--- src/rtl/lms_da_pkg.sv ---
// rtl/lms_da_pkg.sv - shared defaults, state encoding and helpers for the DA LMS shift-accumulate stage
package lms_da_pkg;

  localparam int DW_DEF   = 8;
  localparam int BITS_DEF = 8;
  localparam int AW_DEF   = 20;

  typedef enum logic [1:0] {
    IDLE  = 2'd0,
    ACCUM = 2'd1,
    DONE  = 2'd2
  } state_t;

  // Slice counter width; a single-slice sample still needs one counter bit.
  function automatic int ctr_w(input int bits);
    return (bits > 1) ? $clog2(bits) : 1;
  endfunction

endpackage

--- src/rtl/da_shift_accum_if.sv ---
// rtl/da_shift_accum_if.sv - partial-sum input, slice control and result bundle of the shift-accumulate stage
interface da_shift_accum_if
  import lms_da_pkg::*;
#(
  parameter int DW = DW_DEF,
  parameter int AW = AW_DEF
);

  logic                 start;
  logic                 in_valid;
  logic signed [DW-1:0] p2;
  logic signed [DW-1:0] p3;
  logic signed [DW-1:0] p4;
  logic signed [DW-1:0] p5;
  logic [2:0]           t;
  logic                 sign;
  logic                 busy;
  logic signed [AW-1:0] acc2;
  logic signed [AW-1:0] acc3;
  logic signed [AW-1:0] acc4;
  logic signed [AW-1:0] acc5;
  logic signed [AW-1:0] total;
  logic                 out_valid;

  modport master (
    output start, in_valid, p2, p3, p4, p5,
    input  t, sign, busy, acc2, acc3, acc4, acc5, total, out_valid
  );

  modport slave (
    input  start, in_valid, p2, p3, p4, p5,
    output t, sign, busy, acc2, acc3, acc4, acc5, total, out_valid
  );

endinterface

--- src/rtl/da_slice_ctr.sv ---
// rtl/da_slice_ctr.sv - bit-slice counter with clear, enable, last-slice flag and t/sign outputs
module da_slice_ctr
  import lms_da_pkg::*;
#(
  parameter int BITS = BITS_DEF,
  parameter int CW   = ctr_w(BITS)
) (
  input  logic          clk,
  input  logic          rst,
  input  logic          clr_i,
  input  logic          en_i,
  input  logic          active_i,
  output logic [CW-1:0] cnt_o,
  output logic          last_o,
  output logic [2:0]    t_o,
  output logic          sign_o
);

  logic [CW-1:0] cnt_q;
  logic [CW-1:0] cnt_d;

  assign last_o = (cnt_q == CW'(BITS - 1));

  // Wrap to zero after the last slice so the next sample starts clean.
  always_comb begin
    cnt_d = cnt_q;
    if (clr_i) begin
      cnt_d = '0;
    end else if (en_i) begin
      cnt_d = last_o ? '0 : cnt_q + CW'(1);
    end
  end

  always_ff @(posedge clk) begin
    if (rst) begin
      cnt_q <= '0;
    end else begin
      cnt_q <= cnt_d;
    end
  end

  assign cnt_o  = cnt_q;
  assign t_o    = 3'(cnt_q);
  assign sign_o = active_i & last_o;

endmodule

--- src/rtl/da_shift_accum.sv ---
// rtl/da_shift_accum.sv - sequences one sample's bit-slices and shift-accumulates four signed partial sums
module da_shift_accum
  import lms_da_pkg::*;
#(
  parameter int DW   = DW_DEF,
  parameter int BITS = BITS_DEF,
  parameter int AW   = AW_DEF
) (
  input logic             clk,
  input logic             rst,
  da_shift_accum_if.slave bus
);

  localparam int CW = ctr_w(BITS);

  state_t               state_q;
  logic [CW-1:0]        cnt;
  logic                 last;
  logic                 slice_clr;
  logic                 slice_en;
  logic signed [DW-1:0] p_s   [4];
  logic signed [AW-1:0] term  [4];
  logic signed [AW-1:0] acc_d [4];
  logic signed [AW-1:0] acc_q [4];
  logic signed [AW-1:0] sum_d;
  logic signed [AW-1:0] total_q;
  logic                 out_valid_q;
  logic                 busy_q;

  assign slice_clr = (state_q == IDLE) && bus.start;
  assign slice_en  = (state_q == ACCUM) && bus.in_valid;

  da_slice_ctr #(
    .BITS (BITS),
    .CW   (CW)
  ) u_slice_ctr (
    .clk      (clk),
    .rst      (rst),
    .clr_i    (slice_clr),
    .en_i     (slice_en),
    .active_i (state_q == ACCUM),
    .cnt_o    (cnt),
    .last_o   (last),
    .t_o      (bus.t),
    .sign_o   (bus.sign)
  );

  // The MSB slice carries negative weight in two's complement.
  always_comb begin
    p_s[0] = bus.p2;
    p_s[1] = bus.p3;
    p_s[2] = bus.p4;
    p_s[3] = bus.p5;
    sum_d  = '0;
    for (int k = 0; k < 4; k++) begin
      term[k]  = AW'(p_s[k]) <<< cnt;
      acc_d[k] = last ? (acc_q[k] - term[k]) : (acc_q[k] + term[k]);
      sum_d    = sum_d + acc_d[k];
    end
  end

  // total is written with the last slice so it is already valid during DONE.
  always_ff @(posedge clk) begin
    if (rst) begin
      state_q     <= IDLE;
      total_q     <= '0;
      out_valid_q <= 1'b0;
      busy_q      <= 1'b0;
      for (int k = 0; k < 4; k++) begin
        acc_q[k] <= '0;
      end
    end else begin
      case (state_q)
        IDLE: begin
          out_valid_q <= 1'b0;
          if (bus.start) begin
            state_q <= ACCUM;
            busy_q  <= 1'b1;
            for (int k = 0; k < 4; k++) begin
              acc_q[k] <= '0;
            end
          end
        end
        ACCUM: begin
          if (bus.in_valid) begin
            for (int k = 0; k < 4; k++) begin
              acc_q[k] <= acc_d[k];
            end
            if (last) begin
              state_q     <= DONE;
              total_q     <= sum_d;
              out_valid_q <= 1'b1;
            end
          end
        end
        DONE: begin
          state_q     <= IDLE;
          out_valid_q <= 1'b0;
          busy_q      <= 1'b0;
        end
        default: begin
          state_q     <= IDLE;
          out_valid_q <= 1'b0;
          busy_q      <= 1'b0;
        end
      endcase
    end
  end

  assign bus.acc2      = acc_q[0];
  assign bus.acc3      = acc_q[1];
  assign bus.acc4      = acc_q[2];
  assign bus.acc5      = acc_q[3];
  assign bus.total     = total_q;
  assign bus.out_valid = out_valid_q;
  assign bus.busy      = busy_q;

endmodule

--- src/flat_wrapper.sv ---
// flat-port wrapper written by rule: the top's interface ports become plain ports
module da_shift_accum_flat import lms_da_pkg::*;
#(
  parameter int DW   = DW_DEF,
  parameter int BITS = BITS_DEF,
  parameter int AW   = AW_DEF
)
  (clk, rst, bus_start, bus_in_valid, bus_p2, bus_p3, bus_p4, bus_p5, bus_t, bus_sign, bus_busy, bus_acc2, bus_acc3, bus_acc4, bus_acc5, bus_total, bus_out_valid);
  da_shift_accum_if #(.DW(DW), .AW(AW)) bus_i ();
  input logic clk;
  input logic rst;
  input wire logic [$bits(bus_i.start)-1:0] bus_start;
  input wire logic [$bits(bus_i.in_valid)-1:0] bus_in_valid;
  input wire logic [$bits(bus_i.p2)-1:0] bus_p2;
  input wire logic [$bits(bus_i.p3)-1:0] bus_p3;
  input wire logic [$bits(bus_i.p4)-1:0] bus_p4;
  input wire logic [$bits(bus_i.p5)-1:0] bus_p5;
  output wire logic [$bits(bus_i.t)-1:0] bus_t;
  output wire logic [$bits(bus_i.sign)-1:0] bus_sign;
  output wire logic [$bits(bus_i.busy)-1:0] bus_busy;
  output wire logic [$bits(bus_i.acc2)-1:0] bus_acc2;
  output wire logic [$bits(bus_i.acc3)-1:0] bus_acc3;
  output wire logic [$bits(bus_i.acc4)-1:0] bus_acc4;
  output wire logic [$bits(bus_i.acc5)-1:0] bus_acc5;
  output wire logic [$bits(bus_i.total)-1:0] bus_total;
  output wire logic [$bits(bus_i.out_valid)-1:0] bus_out_valid;
  assign bus_i.start = bus_start;
  assign bus_i.in_valid = bus_in_valid;
  assign bus_i.p2 = bus_p2;
  assign bus_i.p3 = bus_p3;
  assign bus_i.p4 = bus_p4;
  assign bus_i.p5 = bus_p5;
  assign bus_t = bus_i.t;
  assign bus_sign = bus_i.sign;
  assign bus_busy = bus_i.busy;
  assign bus_acc2 = bus_i.acc2;
  assign bus_acc3 = bus_i.acc3;
  assign bus_acc4 = bus_i.acc4;
  assign bus_acc5 = bus_i.acc5;
  assign bus_total = bus_i.total;
  assign bus_out_valid = bus_i.out_valid;
  da_shift_accum #(.DW(DW), .BITS(BITS), .AW(AW)) u_core (.clk(clk), .rst(rst), .bus(bus_i));
endmodule
--- config.mk ---
export PLATFORM = sky130hd
export DESIGN_NAME = da_shift_accum_flat
export DESIGN_NICKNAME = d
export VERILOG_FILES = /design/src/rtl/lms_da_pkg.sv /design/src/rtl/da_shift_accum_if.sv /design/src/rtl/da_slice_ctr.sv /design/src/rtl/da_shift_accum.sv /design/src/flat_wrapper.sv
export SDC_FILE = /design/constraint.sdc
export NUM_CORES = 1
export LEC_CHECK = 0
export CORE_UTILIZATION = 61
export DETAILED_ROUTE_END_ITERATION = 12
export GPL_TIMING_DRIVEN = 0
export HOLD_SLACK_MARGIN = 0.12
export PLACE_DENSITY = 0.92
export SYNTH_ARGS = -nofsm -noshare
export SYNTH_HDL_FRONTEND = slang
export SYNTH_HIERARCHICAL = 1
export SYNTH_SLANG_ARGS = --single-unit
--- constraint.sdc ---
create_clock -name clk -period 14.2 [get_ports clk]
set_clock_uncertainty 0.2 [all_clocks]
set_input_delay 1.42 -clock clk [delete_from_list [all_inputs] [get_ports clk]]
set_output_delay 1.42 -clock clk [all_outputs]
set_load 0.005 [all_outputs]
==> Word-level counts from Yosys, hierarchy flattened <==
Memory sizes are Yosys's and may differ from the RTL's.
Cells that the tools add are included.
{ "op_classes": {"n_addsub": 12, "n_eq_ne": 5, "shifts": 4, "muxes": 29, "n_bitwise": 10, "reduce_logical": 9} }
{ "op_table": {"columns": ["cell", "n"], "rows": [
  ["$mux W20", 12],
  ["$add A20 B20 Y20", 7],
  ["$sshl A8 B3 Y20", 4],
  ["$sub A20 B20 Y20", 4],
  ["$mux W1", 11],
  ["$or A1 B1 Y1", 8],
  ["$mux W2", 3],
  ["$reduce_and A3 Y1", 2],
  ["$ne A2 B2 Y1 const B", 2],
  ["$pmux W2 S2", 1],
  ["$reduce_and A2 Y1", 2],
  ["$reduce_or A2 Y1", 2],
  ["$add A3 B1 Y3 const B", 1],
  ["$eq A3 B3 Y1 const B", 1],
  ["$mux W3", 1],
  ["$eq A2 B1 Y1 const B", 1],
  ["$logic_and A1 B1 Y1", 2],
  ["$logic_not A2 Y1", 1],
  ["$ne A2 B1 Y1 const B", 1],
  ["$pmux W1 S2", 1],
  ["$and A1 B1 Y1", 1],
  ["$not A1 Y1", 1]
]} }
{ "totals": {"regBits": 27, "ramBits": 80, "inputBits": 36, "out_inout_bits": 106, "elab_cells": 75, "memories": 1} }
{ "memory_table": {"columns": ["name", "depth", "width", "rd", "rd_ports_with_merged_regs", "write_ports", "line_no", "source"], "rows": [
  ["u_core.acc_q", 4, 20, 4, 0, 4, "da_shift_accum.sv:24", "logic signed [AW-1:0] acc_q [4];"]
]} }

==> Depth between registers and ports, before layout <==
{ "logic_depth": {"word_depth": 6, "mapped_depth": 37, "mapped_depth_nobuf": 32} }

==> Cells and area by module <==
Netlist, hierarchy kept.
{ "modules_own_cells": {"columns": ["mod", "instances", "cells_per_inst", "area_per_inst_um2", "seq_area_each_um2"], "rows": [
  ["da_shift_accum", 1, 1463, 11971.5, 2682.6],
  ["da_slice_ctr", 1, 16, 171.4, 60.1]
]} }

==> Worst setup path after synthesis <==
Ideal clock, no wire load.
{ "synth_path": {"path_type": "register to register", "from": "register u_core.u_slice_ctr.cnt_q[2] (netlist: u_core/u_slice_ctr/cnt_o[2])", "to": "register u_core.total_q[19] (netlist: u_core/bus.total[19])", "setup_ps": 84, "t_arrival_ps": 7619, "required_time_ps": 13916, "setup_slack_ps": 6296, "stages_incl_launch_ff": 35, "n_path_buf": 6, "period_less_slack_ps": 7904, "cell_sequence": "dfxtp_1 -> clkbuf_1 -> clkbuf_1 -> buf_1 -> clkbuf_1 -> buf_1 -> clkbuf_1 -> nor3_1 -> nand2_1 -> ha_1 -> nor2_1 -> xnor2_1 -> ha_1 -> nor2b_1 -> o21ai_1 -> nand2b_1 -> a21o_1 -> a21o_1 -> a21o_1 -> a21o_1 -> a221oi_1 -> nor2_1 -> a311oi_1 -> nor3_1 -> fa_1 -> inv_1 -> fa_1 -> inv_1 -> ha_1 -> and4_1 -> a221oi_1 -> o21bai_1 -> a21oi_1 -> xnor3_1 -> o31ai_2"} }
{ "synth_rtl": {"columns": ["element", "line_no", "source"], "rows": [
  ["from (decl)", "da_slice_ctr.sv:19", "logic [CW-1:0] cnt_q;"],
  ["from (signal assigned)", "da_slice_ctr.sv:38", "cnt_q <= cnt_d;"],
  ["to (signal assigned)", "da_shift_accum.sv:91", "total_q <= sum_d;"],
  ["to (decl)", "da_shift_accum.sv:26", "logic signed [AW-1:0] total_q;"]
]} }

==> results.md <==
- The run finished with clean final reports.
- The tightest min-delay check is of the flip-flop to flip-flop type.
- The power share of the sequential group is 17.7%.
- The latest clock arrival within the worst-skew pair is 360 ps.
- The register-to-register path setup slack is 3410 ps.
- Gates resized during post-CTS repair numbered 0.
- The instance area after placement is between 10000 and 15000 µm².
- The via count of the first global-routing pass came to 11779.
- The leading cell type in the layout, fill and taps excluded is sky130_fd_sc_hd__nor2_1.
- The cts-stage hold buffer count is 0.
- In this run the clock root is driven by a sky130_fd_sc_hd__clkbuf_16.
- The final setup violation count is 0.
- For this run, the register share of the synthesized area comes to 22.6%.
- Setup repair after global routing left no endpoint under its margin.
- In the post-synthesis netlist, the biggest area contributors are sky130_fd_sc_hd__edfxtp_1, sky130_fd_sc_hd__ha_1, sky130_fd_sc_hd__dfxtp_1, sky130_fd_sc_hd__fa_1, sky130_fd_sc_hd__a21oi_1.
- The clock network is responsible for 12.5% of the overall power.
- In this run the worst setup path begins at u_core/u_slice_ctr/cnt_o[2]$_SDFFE_PP0P_.
- The pre-antenna-repair detailed-routing pass consisted of 6 iterations.
- The max-slew violation count is 0.
- The cell type of the slowest stage on the worst timing path is sky130_fd_sc_hd__buf_1.
- The finished layout cell area is 14100 µm².
- The largest net degree at the start of global routing is 25.
- The routed layout has about 12000 vias.
- The number of enable-type register cells in the synthesized netlist is 60.
- The routed design uses around 5000 µm of met3 wire.
- The mapped netlist covers 12100 µm².
- The count of different cell masters after synthesis is 86.
- The number of filler cells placed in the layout is between 1000 and 1500.
- The antenna violation net count after detailed routing is 0.
- The mean area per synthesized cell is roughly 8 µm².
- The maximum clock insertion buffer count is 2.
- The detailed-route vias per instance is 6.37.
- The post-route clock period utilization is between 70 and 80%.
- Across the VDD grid, the largest voltage drop is 0.188 mV.
- On the worst path, the slowest cell contributes a delay of 610 ps.
- The floorplan step set the die width to 143 µm.
- At the worst endpoint, the arrival time is 10880 ps.
- In this run the power density over the cells is 144 nW/µm².
- In this run the static leakage power is 5.98 nW.
- The final total negative setup slack is 0 ps.
- The count of yosys warnings during synthesis is 6.
- The final standard cell count with taps included and fillers excluded is 1896.
- After detailed routing, the wire length on met1 is 16000 µm.
- The first global-routing pass estimated 63000 µm of wire.
- The first routing iteration left 1365 violations.
- After legalization and detailed placement, the total HPWL measured 32200 µm.
- The area growth from synthesis to final layout is 16.4%.
- The number of placed instances, taps included, is about 1900.
- The number of antenna violations at the first check in global routing came to 0.
- The number of nets in the layout is 1805.
- The number of synthesized register bits is ~110.
- The area of the core region is between 15000 and 20000 µm².
- The number of cells on the worst reg-to-reg path is 32.
- The TritonCTS clock tree is built.
- Along the worst path, the maximum fanout reaches 10.
- The count of final hold-check violations is 0.
- The element type at the critical path start is a flip-flop.
- The cell-internal power is about 0.0011 W.
- The final layout contains routed wiring with a total length of just over 40000 µm.
- The global route total overflow is 0.
- For this run, design rule violations remaining after detail routing come to 0.
- The topmost layer with routed signal wires is met4.
- For the pin with the worst max-slew slack, the measured transition is 1150 ps.
- The H-tree was split into 3 levels.
- The buffers inserted during post-CTS setup optimization is 0.
- The maximum achievable frequency is 92.7 MHz.
- After layout, the minimum clock period comes to 10790 ps.
- The data required time at the worst endpoint is ~14000 ps.
- The die area is 20500 µm².
- The net switching power is 0.000944 W.
- The I/O pin count is between 100 and 150.
- The worst register-to-register path ends at u_core/bus.total[19]$_SDFFE_PP0P_.
- Max-cap violations in this run came to 0.
- The fraction of final layout cells sized beyond drive strength 1 is 4.11%.
- The CTS clock-pin slew for the worst setup and hold paths is around 80 ps.
- The vertical die dimension is roughly 140 µm.
- The number of rows in the core area is 51.
- The dominant synthesized flop cell is sky130_fd_sc_hd__edfxtp_1.
- The proportion of netlist area held by the largest area contributor is 14.8%.
- Combinational logic burns between 60% and 70% of the power.
- The congestion estimate from routability-driven global placement came to 1.04.
- In the synthesized netlist the async set-or-reset flop fraction comes to 0%.
- The critical register-to-register path startpoint is u_core/u_slice_ctr/cnt_o[2]$_SDFFE_PP0P_.
- In the layout the commonest cells are sky130_fd_sc_hd__nor2_1, sky130_fd_sc_hd__a21oi_1, sky130_fd_sc_hd__clkdlybuf4s50_1, sky130_fd_sc_hd__nand2_1, sky130_fd_sc_hd__inv_1.
- The relative slew slack is 23.5%.
- The post-synthesis net count is 1658.
- The number of buffer cells added on primary ports is 135.
- The overall track demand over capacity in global routing is 41.0%.
- The worst setup path category is flip-flop to flip-flop.
- The number of cells produced by synthesis is 1479.
- The largest area contributor in the netlist is sky130_fd_sc_hd__edfxtp_1.
- The worst setup timing slack at the placement stage is 3960 ps.
- The number of antenna diodes in the final layout is 0.
- Along the worst hold path, the cell count comes to 2.
- The routed design uses between 15000 and 20000 µm of met2 wire.
- The routed wire length per instance is 21.8 µm.
- The clock net sink count is approximately 110.
- Setup slack on the critical path of the routed design comes to 3410 ps.
- The timing endpoint of the critical path is u_core/bus.total[19]$_SDFFE_PP0P_.
- The initial core utilization is between 60 and 70%.
- The switching part of the total power is 46.4%.
- STA classifies the critical path endpoint as a flip-flop.
- The number of CTS-inserted buffers is 9.
[state kept, by name (all words and copies together) (netlist names)]
| signal | cells |
|---|---|
| u_core/bus.out_valid | 1 |
| u_core/state_q | 2 |
| u_core/bus.total | 20 |
| u_core/u_slice_ctr/cnt_o | 3 |
| u_core/acc_q | 80 |
| u_core/bus.busy | 1 |
[worst min path at each step]
stage                                      startpoint                                end  slack [ps]
finish               u_core/bus.total[1]$_SDFFE_PP0P_   u_core/bus.total[1]$_SDFFE_PP0P_         260
global route         u_core/bus.total[4]$_SDFFE_PP0P_   u_core/bus.total[4]$_SDFFE_PP0P_         290
CTS                  u_core/bus.total[1]$_SDFFE_PP0P_   u_core/bus.total[1]$_SDFFE_PP0P_         260
detailed placement  u_core/bus.total[17]$_SDFFE_PP0P_  u_core/bus.total[17]$_SDFFE_PP0P_         240
global placement    u_core/bus.total[15]$_SDFFE_PP0P_  u_core/bus.total[15]$_SDFFE_PP0P_         240
floorplan            u_core/bus.total[5]$_SDFFE_PP0P_   u_core/bus.total[5]$_SDFFE_PP0P_         250
[through the flow]
stage	utilization [%]	hold WS (ps)	total power [W]
2_1_floorplan	-	247	0.00141
3_3_place_gp	71.0	242	0.00171
3_5_place_dp	71.2	245	0.00174
4_1_cts	72.6	263	0.00201
5_1_grt	72.6	293	0.00220
6_report	72.6	261	0.00204
[layer usage]
| layer | vias up | GRT usage (%) |
|---|---|---|
| met2 | 761 | 65.2 |
| met5 | - | 0 |
| met4 | 0 | 20.2 |
| met3 | 175 | 8.55 |
| met1 | 5662 | 52.8 |
| li1 | 5482 | - |
[critical path: cells and delay by family, from the launching register on]
family	cells	cell delay, ps
AOI/OAI and AO/OA	11	2780
and+or+nand+nor	6	940
xor gates and xnor gates	2	600
DFF	1	490
adders and majority gates	4	1780
buffers and inverters	9	3920
[power groups by stage]
| stage | registers, W | logic, W | clock network, W |
|---|---|---|---|
| after floorplan | 0.000365 | 0.00104 | 0 |
| after global placement | 0.000367 | 0.00134 | 0 |
| after detailed placement | 0.000367 | 0.00137 | 0 |
| after CTS | 0.000360 | 0.00139 | 0.000256 |
| after global routing | 0.000362 | 0.00157 | 0.000265 |
| final | 0.000360 | 0.00142 | 0.000254 |
[area by class of cell]
class | instances | area, µm² | area share (%)
well taps | 265 | 332 | 2.35
inverters | 109 | 409 | 2.90
multi-input cells | 1197 | 8700 | 61.6
flip-flops and latches | 107 | 2740 | 19.4
clock buffers | 11 | 243 | 1.72
clock inverters | 5 | 37.5 | 0.266
plain buffers | 66 | 289 | 2.05
repair buffers | 136 | 1370 | 9.71
[Yosys cell counts, types with 8 or more instances]
cell,n
sky130_fd_sc_hd__buf_1,11
sky130_fd_sc_hd__nor2_1,166
sky130_fd_sc_hd__nand3_1,17
sky130_fd_sc_hd__a211oi_1,13
sky130_fd_sc_hd__xnor2_1,76
sky130_fd_sc_hd__nand2_1,131
sky130_fd_sc_hd__and3_1,14
sky130_fd_sc_hd__o21a_1,22
sky130_fd_sc_hd__a21oi_1,144
sky130_fd_sc_hd__o21ai_1,12
sky130_fd_sc_hd__fa_1,42
sky130_fd_sc_hd__ha_1,101
sky130_fd_sc_hd__clkbuf_1,39
sky130_fd_sc_hd__dfxtp_1,47
sky130_fd_sc_hd__mux2i_1,39
sky130_fd_sc_hd__xor2_1,53
sky130_fd_sc_hd__o21ai_0,45
sky130_fd_sc_hd__a21o_1,31
sky130_fd_sc_hd__nand2b_1,15
sky130_fd_sc_hd__o31ai_1,13
sky130_fd_sc_hd__edfxtp_1,60
sky130_fd_sc_hd__nor2b_1,25
sky130_fd_sc_hd__nor3_1,35
sky130_fd_sc_hd__mux2_2,9
sky130_fd_sc_hd__or3_1,10
sky130_fd_sc_hd__and2_1,41
sky130_fd_sc_hd__a31oi_1,8
sky130_fd_sc_hd__inv_1,107
sky130_fd_sc_hd__o21bai_1,24
sky130_fd_sc_hd__buf_2,8
[cell families (layout without fill, tap and decap cells)]
| group | after synthesis | after routing | synth area share [%] |
|---|---|---|---|
| adder cells (fa/ha/maj) | 143 | 143 | 17.3 |
| AND/OR/NAND/NOR | 481 | 481 | 18.3 |
| multiplexers | 57 | 57 | 5.66 |
| flip-flops | 107 | 107 | 22.6 |
| buffers and inverters | 175 | 327 | 5.75 |
| XOR/XNOR | 133 | 133 | 10.0 |
| AO/OA/AOI/OAI | 383 | 383 | 20.4 |
(Power assumes the default switching activity.)
